`src/rtl/hall_pkg.sv`:
```
// hall_pkg: shared types, constants and decode helpers for the Hall-sensor
// receive path (hall_filter and hall_decoder).
//   sector_t       : 3-bit commutation sector, legal range 0..5
//   hall_dec_t     : decoded Hall code (legal flag + sector)
//   hall_to_sector : raw 3-bit Hall code -> sector + legal flag
//   sector_delta   : forward distance from prev to next, modulo 6
package hall_pkg;

    typedef logic [2:0] sector_t;

    localparam logic [2:0] HALL_ILLEGAL_0 = 3'b000;
    localparam logic [2:0] HALL_ILLEGAL_1 = 3'b111;

    typedef struct packed {
        logic    legal;
        sector_t sector;
    } hall_dec_t;

    // Sensor order 001,011,010,110,100,101 is one electrical revolution.
    function automatic hall_dec_t hall_to_sector(input logic [2:0] code);
        hall_dec_t res;
        res.legal  = 1'b1;
        res.sector = 3'd0;
        case (code)
            3'b001: res.sector = 3'd0;
            3'b011: res.sector = 3'd1;
            3'b010: res.sector = 3'd2;
            3'b110: res.sector = 3'd3;
            3'b100: res.sector = 3'd4;
            3'b101: res.sector = 3'd5;
            HALL_ILLEGAL_0, HALL_ILLEGAL_1: begin
                res.legal  = 1'b0;
                res.sector = 3'd0;
            end
            default: begin
                res.legal  = 1'b0;
                res.sector = 3'd0;
            end
        endcase
        return res;
    endfunction

    // Result 1 means one step forward, 5 means one step backward.
    function automatic sector_t sector_delta(input sector_t prev, input sector_t next);
        logic [3:0] diff;
        diff = {1'b0, next} + 4'd6 - {1'b0, prev};
        if (diff >= 4'd6) begin
            diff = diff - 4'd6;
        end else begin
            diff = diff;
        end
        return diff[2:0];
    endfunction

endpackage

```
`src/rtl/hall_filter.sv`:
```
// hall_filter: 2-FF synchronizer plus debounce for the raw Hall inputs.
//   clk, rst_n  : clock, async active-low reset
//   raw[2:0]    : asynchronous Hall inputs
//   code[2:0]   : currently accepted (debounced) code
//   code_strobe : one-cycle pulse in the cycle a new code is accepted
// A synchronized code is accepted once it has been held FILTER_LEN cycles
// and differs from the accepted code; the strobe comes FILTER_LEN+1 edges
// after the raw change is first sampled.
module hall_filter
    import hall_pkg::*;
#(
    parameter int FILTER_LEN = 4
) (
    input  logic       clk,
    input  logic       rst_n,
    input  logic [2:0] raw,
    output logic [2:0] code,
    output logic       code_strobe
);

    localparam int              CNT_W   = (FILTER_LEN < 1) ? 1 : $clog2(FILTER_LEN + 1);
    localparam logic [CNT_W-1:0] CNT_MAX = CNT_W'(FILTER_LEN);

    logic [2:0]       sync1_q, sync1_d;
    logic [2:0]       sync2_q, sync2_d;
    logic [CNT_W-1:0] cnt_q, cnt_d;
    logic [2:0]       acc_q, acc_d;
    logic             strobe_q, strobe_d;

    // Next-state: synchronizer shift, stability count, acceptance.
    always_comb begin
        sync1_d  = raw;
        sync2_d  = sync1_q;
        acc_d    = acc_q;
        strobe_d = 1'b0;
        // cnt_q is the number of cycles sync2_q has held its present value.
        if (sync1_q != sync2_q) begin
            cnt_d = CNT_W'(1);
        end else if (cnt_q != CNT_MAX) begin
            cnt_d = cnt_q + CNT_W'(1);
        end else begin
            cnt_d = cnt_q;
        end
        if ((cnt_q == CNT_MAX) && (sync2_q != acc_q)) begin
            acc_d    = sync2_q;
            strobe_d = 1'b1;
        end else begin
            acc_d    = acc_q;
            strobe_d = 1'b0;
        end
    end

    // State registers; synchronizer and accepted code reset to 000.
    always_ff @(posedge clk or negedge rst_n) begin
        if (!rst_n) begin
            sync1_q  <= 3'b000;
            sync2_q  <= 3'b000;
            cnt_q    <= '0;
            acc_q    <= 3'b000;
            strobe_q <= 1'b0;
        end else begin
            sync1_q  <= sync1_d;
            sync2_q  <= sync2_d;
            cnt_q    <= cnt_d;
            acc_q    <= acc_d;
            strobe_q <= strobe_d;
        end
    end

    assign code        = acc_q;
    assign code_strobe = strobe_q;

endmodule

```
`src/rtl/hall_decoder.sv`:
```
// hall_decoder: Hall-sensor receive path for BLDC commutation.
//   clk, rst_n    : clock, async active-low reset
//   HS[2:0]       : raw Hall inputs (asynchronous)
//   clear_fault   : one-cycle clear of fault and skip_err
//   sector        : decoded sector 0..5
//   sector_valid  : sector reflects a legal current code
//   dir           : 1 forward, 0 reverse
//   edge_pulse    : one-cycle strobe per accepted legal change
//   period        : cycles between the last two accepted legal edges
//   period_valid  : period is meaningful
//   stalled       : no accepted legal edge for TIMEOUT cycles
//   fault         : sticky, an illegal code was accepted
//   skip_err      : sticky, a legal transition jumped 2 or 3 sectors
// All outputs are registered.
module hall_decoder
    import hall_pkg::*;
#(
    parameter int FILTER_LEN = 4,
    parameter int PERIOD_W   = 20,
    parameter int TIMEOUT    = 540000
) (
    input  logic                clk,
    input  logic                rst_n,
    input  logic [2:0]          HS,
    input  logic                clear_fault,
    output logic [2:0]          sector,
    output logic                sector_valid,
    output logic                dir,
    output logic                edge_pulse,
    output logic [PERIOD_W-1:0] period,
    output logic                period_valid,
    output logic                stalled,
    output logic                fault,
    output logic                skip_err
);

    localparam logic [PERIOD_W-1:0] TIMEOUT_C = PERIOD_W'(TIMEOUT);
    localparam logic [PERIOD_W-1:0] CNT_SAT   = {PERIOD_W{1'b1}};

    logic [2:0] code_s;
    logic       strobe_s;

    hall_filter #(
        .FILTER_LEN (FILTER_LEN)
    ) u_filter (
        .clk         (clk),
        .rst_n       (rst_n),
        .raw         (HS),
        .code        (code_s),
        .code_strobe (strobe_s)
    );

    hall_dec_t dec_s;
    sector_t   delta_s;
    logic      first_s;
    logic      legal_edge_s;
    logic      illegal_s;
    logic      fault_set_s;
    logic      skip_set_s;

    sector_t             sector_q, sector_d;
    logic                sector_valid_q, sector_valid_d;
    logic                dir_q, dir_d;
    logic                edge_pulse_q, edge_pulse_d;
    logic [PERIOD_W-1:0] period_q, period_d;
    logic                period_valid_q, period_valid_d;
    logic                stalled_q, stalled_d;
    logic                fault_q, fault_d;
    logic                skip_err_q, skip_err_d;
    logic [PERIOD_W-1:0] cnt_q, cnt_d;

    assign dec_s        = hall_to_sector(code_s);
    assign delta_s      = sector_delta(sector_q, dec_s.sector);
    // No usable reference sector after reset, an illegal code or a stall.
    assign first_s      = !sector_valid_q || stalled_q;
    assign legal_edge_s = strobe_s && dec_s.legal;
    assign illegal_s    = strobe_s && !dec_s.legal;

    // Next-state for decode, direction, period, stall and sticky flags.
    always_comb begin
        sector_d       = sector_q;
        sector_valid_d = sector_valid_q;
        dir_d          = dir_q;
        edge_pulse_d   = 1'b0;
        period_d       = period_q;
        period_valid_d = period_valid_q;
        stalled_d      = stalled_q;
        fault_set_s    = 1'b0;
        skip_set_s     = 1'b0;

        // Period counter: reload on every legal edge, otherwise saturate.
        if (legal_edge_s) begin
            cnt_d = PERIOD_W'(1);
        end else if (cnt_q != CNT_SAT) begin
            cnt_d = cnt_q + PERIOD_W'(1);
        end else begin
            cnt_d = cnt_q;
        end

        if (legal_edge_s) begin
            edge_pulse_d   = 1'b1;
            sector_d       = dec_s.sector;
            sector_valid_d = 1'b1;
            stalled_d      = 1'b0;
            if (!first_s) begin
                period_d       = cnt_q;
                period_valid_d = 1'b1;
                case (delta_s)
                    3'd1:             dir_d      = 1'b1;
                    3'd5:             dir_d      = 1'b0;
                    3'd2, 3'd3, 3'd4: skip_set_s = 1'b1;
                    default:          dir_d      = dir_q;
                endcase
            end else begin
                period_d = period_q;
            end
        end else if (illegal_s) begin
            fault_set_s    = 1'b1;
            sector_valid_d = 1'b0;
            period_valid_d = 1'b0;
        end else if (cnt_q >= TIMEOUT_C) begin
            stalled_d      = 1'b1;
            period_valid_d = 1'b0;
        end else begin
            stalled_d = stalled_q;
        end

        // Sticky flags: a new detection beats a simultaneous clear.
        if (fault_set_s) begin
            fault_d = 1'b1;
        end else if (clear_fault) begin
            fault_d = 1'b0;
        end else begin
            fault_d = fault_q;
        end
        if (skip_set_s) begin
            skip_err_d = 1'b1;
        end else if (clear_fault) begin
            skip_err_d = 1'b0;
        end else begin
            skip_err_d = skip_err_q;
        end
    end

    // Output and state registers.
    always_ff @(posedge clk or negedge rst_n) begin
        if (!rst_n) begin
            sector_q       <= 3'd0;
            sector_valid_q <= 1'b0;
            dir_q          <= 1'b1;
            edge_pulse_q   <= 1'b0;
            period_q       <= '0;
            period_valid_q <= 1'b0;
            stalled_q      <= 1'b1;
            fault_q        <= 1'b0;
            skip_err_q     <= 1'b0;
            cnt_q          <= '0;
        end else begin
            sector_q       <= sector_d;
            sector_valid_q <= sector_valid_d;
            dir_q          <= dir_d;
            edge_pulse_q   <= edge_pulse_d;
            period_q       <= period_d;
            period_valid_q <= period_valid_d;
            stalled_q      <= stalled_d;
            fault_q        <= fault_d;
            skip_err_q     <= skip_err_d;
            cnt_q          <= cnt_d;
        end
    end

    assign sector       = sector_q;
    assign sector_valid = sector_valid_q;
    assign dir          = dir_q;
    assign edge_pulse   = edge_pulse_q;
    assign period       = period_q;
    assign period_valid = period_valid_q;
    assign stalled      = stalled_q;
    assign fault        = fault_q;
    assign skip_err     = skip_err_q;

endmodule

```
`config.mk`:
```
export PLATFORM = sky130hd
export DESIGN_NAME = hall_decoder
export DESIGN_NICKNAME = d
export VERILOG_FILES = /design/src/rtl/hall_pkg.sv /design/src/rtl/hall_filter.sv /design/src/rtl/hall_decoder.sv
export SDC_FILE = /design/constraint.sdc
export NUM_CORES = 1
export LEC_CHECK = 0
export CORE_MARGIN = 2
export CORE_UTILIZATION = 41
export DETAILED_ROUTE_END_ITERATION = 8
export SLEW_MARGIN = 5
export SYNTH_ARGS = -nofsm -noshare
export SYNTH_HDL_FRONTEND = slang
export SYNTH_SLANG_ARGS = --single-unit
```
`constraint.sdc`:
```
create_clock -name clk -period 2.7 [get_ports clk]
set_input_delay 0.81 -clock clk [delete_from_list [all_inputs] [get_ports clk]]
set_output_delay 0.81 -clock clk [all_outputs]
set_load 0.02 [all_outputs]
```
==> summary by stage <==
Floorplan
The total number of placement rows is 31. The core region area is 0.00718 sq mm. The die covers 0.00801 sq mm. The chip width is around 90 um. In this run the vertical extent of the chip is 89.5 um. For this configuration, the core starts out at a cell density of 41.8%. The top-level I/O count is 36.

Worst setup path
The worst register-to-register path ends at skip_err$_DFFE_PN0P_. The signal on the critical path passes through nand2b_1 > ha_1 > inv_1 > ha_1 > fa_1 > xor2_1 > mux2i_1 > o32ai_1 > a22o_1. The arrival time of the worst setup path is 2.64 ns.

For the worst flop-to-flop path, the logic depth is 9. The setup slack of the worst register-to-register path is 0.28 ns. The critical-path maximum fanout is 7.

The required time of the critical path is 2.92 ns. The endpoint type of the worst setup path is a flip-flop. The worst setup path is launched from a flip-flop. In this design, the critical path's most frequently occurring cell is sky130_fd_sc_hd__ha_1.

The worst flop-to-flop path startpoint is u_filter.code[0]$_DFFE_PN0P_. For this run, the slowest stage of the critical path takes 0.44 ns. The largest individual stage delay along the critical path comes from the cell sky130_fd_sc_hd__dfrtp_1.

The startpoint-to-endpoint class of the critical path is flip-flop to flip-flop.

STA
Setup repair after global routing left no endpoint under its margin. In the finished design, the share of the clock period the worst path needs comes to 89.6%. The final setup TNS is 0 ns.

The pin slew with the least headroom to its limit is 0.705 ns. Subtracting the final worst setup slack from the clock period gives approximately 2.4 ns. The count of final hold-check violations came to 0. The timing-limited maximum frequency is 413 MHz.

The count of pins over their slew limit is 0. The post-route clock skew is 0.00725 ns. Headroom to the max-slew limit came out at 52.6%.

The number of failing setup endpoints in the final timing report is 0.

Synthesis
In this run the cell area of the synthesized design comes to 0.00300 sq mm. The cell count after synthesis is between 200 and 300. The main flop type after synthesis is sky130_fd_sc_hd__dfrtp_1. The number of flip-flops and latches in the synthesized netlist is 63. The proportion of register bits with asynchronous set or reset after synthesis is 100%. The number of warnings issued by yosys is 0. When the netlist entered floorplanning its net count stood at 287.

The number of flops mapped to enable cells by yosys is 0. Sequential cells were found to cover 52.6% of the synthesized design area. The number of distinct library cells after synthesis is 44. The mean area per synthesized cell is 11.0 sq um.

Final layout
In the layout the commonest cells are 61 x sky130_fd_sc_hd__dfrtp_1, 34 x sky130_fd_sc_hd__clkdlybuf4s50_1, 23 x sky130_fd_sc_hd__mux2_2, 21 x sky130_fd_sc_hd__nand2_1, 17 x sky130_fd_sc_hd__a21oi_1. The count of antenna diodes in the layout is 0. The most common library cell in the layout ignoring fill and taps is sky130_fd_sc_hd__dfrtp_1. The post-route netlist has 16.8% of its cells at a drive strength greater than 1. The number of filler cells placed in the layout is 653. The net count of the finished layout is between 300 and 400. The area added between synthesis and finish is 22.3%.

Worst hold path
The instance count along the most critical hold path is 0. The min-delay analysis places its worst path in the category flip-flop to flip-flop. The sink of the worst hold path is u_filter.sync2_q[0]$_DFF_PN0_. The worst hold path startpoint is u_filter.sync1_q[0]$_DFF_PN0_.

Power
The part of the total power dissipated in combinational logic is 7.6%. The total power is 0.00188 W. In this run the power density over the cells is 511 mW/mm^2. The clock network fraction of design power is ~37%. Internal power comes to approximately 0.0014 W.

The sequential group share of total power is 55.5%. The maximum ir drop on the vdd rail is 276 uV. The power dissipated by switching net loads is roughly 0.0005 W.

The fraction of power spent switching nets is 26.6%. The analysis attributes to cell leakage a power of 1.61 nW.

Route
The iteration-0 DRC count of the detailed router is 128. After detailed routing, the average wire length per cell comes to 14.2 um. The total via count in the routed design is 2231. For this block, the routed nets add up to about 6000 um of wire. The first-pass detailed-route iteration total is 4. Using the TritonRoute via totals, the vias-per-cell ratio works out to 5.30. The detail route stage leaves a number of antenna-violating nets equal to 0. In the routed design, unresolved DRC markers number 0.

Placement
Input and output buffers added on the ports amount to 35. The post-detailed-placement half-perimeter wirelength is roughly 4200 um. At the end of routability-driven placement, the weighted congestion stood at 0.808.

Job
Across the run, the number of max-cap violations was 0.

Global route
The total congestion overflow is 0. The via count of the first global-routing pass is approximately 2000. The global-route wire length before repair is 10000 um. Entering global routing, the biggest net connects 40 pins. The number of antenna violations at the first check in global routing is 0.

For this run, the total global-route usage over all layers was measured as 16.4%.

Outcome
The flow ran to the end, and the final reports show no timing, DRC or antenna violations.

Clock tree
Post-CTS repair changed the size of 0 cells. After clock tree synthesis, the clock-pin slew on the worst setup and hold paths is ~0.07 ns. The number of hold buffers added after cts is 0.

The number of sinks driven by the clock tree is 63. The number of buffers inserted during clock tree synthesis is 9. The master cell of the clock root buffer is sky130_fd_sc_hd__clkbuf_8. Counting along the longest clock path gives a buffer depth of 2. The CTS tree is yes. The clock network latency to the later pin of the worst-skew pair is 0.34 ns. After clock tree synthesis, the setup repair step added 0 buffers. The number of H-tree branching levels is 3.
## cells by family (layout without fill, tap and decap cells)
group	Yosys count	in the layout	share of synthesized area (%)
simple gates	82	82	14.6
flops	63	63	52.6
compound gates	58	58	12.5
mux	30	30	11.0
buf+inv	22	72	2.96
fa+ha+maj	9	9	4.01
xor+xnor	8	8	2.34
## worst max-delay path by stage
stage / slack, ns / end / from / cells past startpoint
detailed placement: 0.29 / skip_err$_DFFE_PN0P_ / u_filter.code[0]$_DFFE_PN0P_ / 9
global route: 0.18 / skip_err$_DFFE_PN0P_ / u_filter.code[0]$_DFFE_PN0P_ / 9
floorplan: 0.26 / skip_err$_DFFE_PN0P_ / u_filter.code[1]$_DFFE_PN0P_ / 11
global placement: 0.35 / skip_err$_DFFE_PN0P_ / u_filter.code[0]$_DFFE_PN0P_ / 9
finish: 0.28 / skip_err$_DFFE_PN0P_ / u_filter.code[0]$_DFFE_PN0P_ / 9
CTS: 0.27 / skip_err$_DFFE_PN0P_ / u_filter.code[0]$_DFFE_PN0P_ / 9
## state kept, by name, indices dropped and copies added, names as in the netlist
register	cells
cnt_q	20
dir	1
edge_pulse	1
fault	1
period	20
period_valid	1
sector	3
sector_valid	1
skip_err	1
stalled	1
u_filter.cnt_q	3
u_filter.code	3
u_filter.code_strobe	1
u_filter.sync1_q	3
u_filter.sync2_q	3
## per-stage QoR
step	hold slack [ns]	util [%]	worst slack, ns	cell area, sq um	cells
2_1_floorplan	0.373	-	0.264	3000	272
3_3_place_gp	0.379	48.8	0.350	3500	405
3_5_place_dp	0.382	48.8	0.287	3500	405
4_1_cts	0.399	51.1	0.272	3670	421
5_1_grt	0.411	51.1	0.176	3670	421
6_report	0.395	51.1	0.282	3670	421
## power by group through the flow
stage	Clock, W	Sequential, W	Combinational [W]
after floorplan	0	0.00104	0.0000984
after global placement	0	0.00106	0.000140
after detailed placement	0	0.00106	0.000146
after CTS	0.000718	0.00104	0.000146
after global routing	0.000755	0.00105	0.000163
final	0.000692	0.00104	0.000142
## layer usage
metal  wire length, um  track usage (%)  vias to the layer above  part of all wire (%)
met2              2740             24.4                       51                    46
met3               216             3.88                       10                   3.6
li1                  -                -                     1089                     -
met1              2900             23.1                     1081                    49
met5                 0                0                        -                     0
met4               106             7.06                        0                   1.8
## cell type report
type	instances	area (sq um)	share of cell area, %
clock inverters	7	40.0	1.09
multi-input cells	187	1340	36.4
inverters	13	48.8	1.33
well taps	99	124	3.38
clock buffers	9	124	3.38
flip-flops and latches	63	1580	43.0
repair buffers	43	418	11.4
## critical path, delay by kind of cell, from the launching register on
kind / cells / cell delay, ns
AND/OR/NAND/NOR: 1 / 0.20
XOR/XNOR: 1 / 0.24
adder cells (fa/ha/maj): 3 / 0.87
multiplexers: 1 / 0.21
flip-flops: 1 / 0.44
AO/OA/AOI/OAI: 2 / 0.30
buffers and inverters: 1 / 0.05
## cell usage after synthesis, drive strengths merged (6+ instances only)
| library cell | instances | share of area [%] |
|---|---|---|
| dfrtp | 61 | 51 |
| mux2 | 23 | 8.6 |
| nand2 | 21 | 2.6 |
| a21oi | 18 | 3.0 |
| inv | 13 | 1.6 |
| nand3 | 12 | 2.0 |
| o21ai | 12 | 2.0 |
| nand2b | 10 | 2.1 |
| ha | 8 | 3.3 |
| mux2i | 7 | 2.3 |
| nor2 | 7 | 0.88 |
| nor3 | 7 | 1.2 |
| xnor2 | 7 | 2.0 |
| nand4 | 6 | 1.3 |
Power figures use the tool's default switching activity.
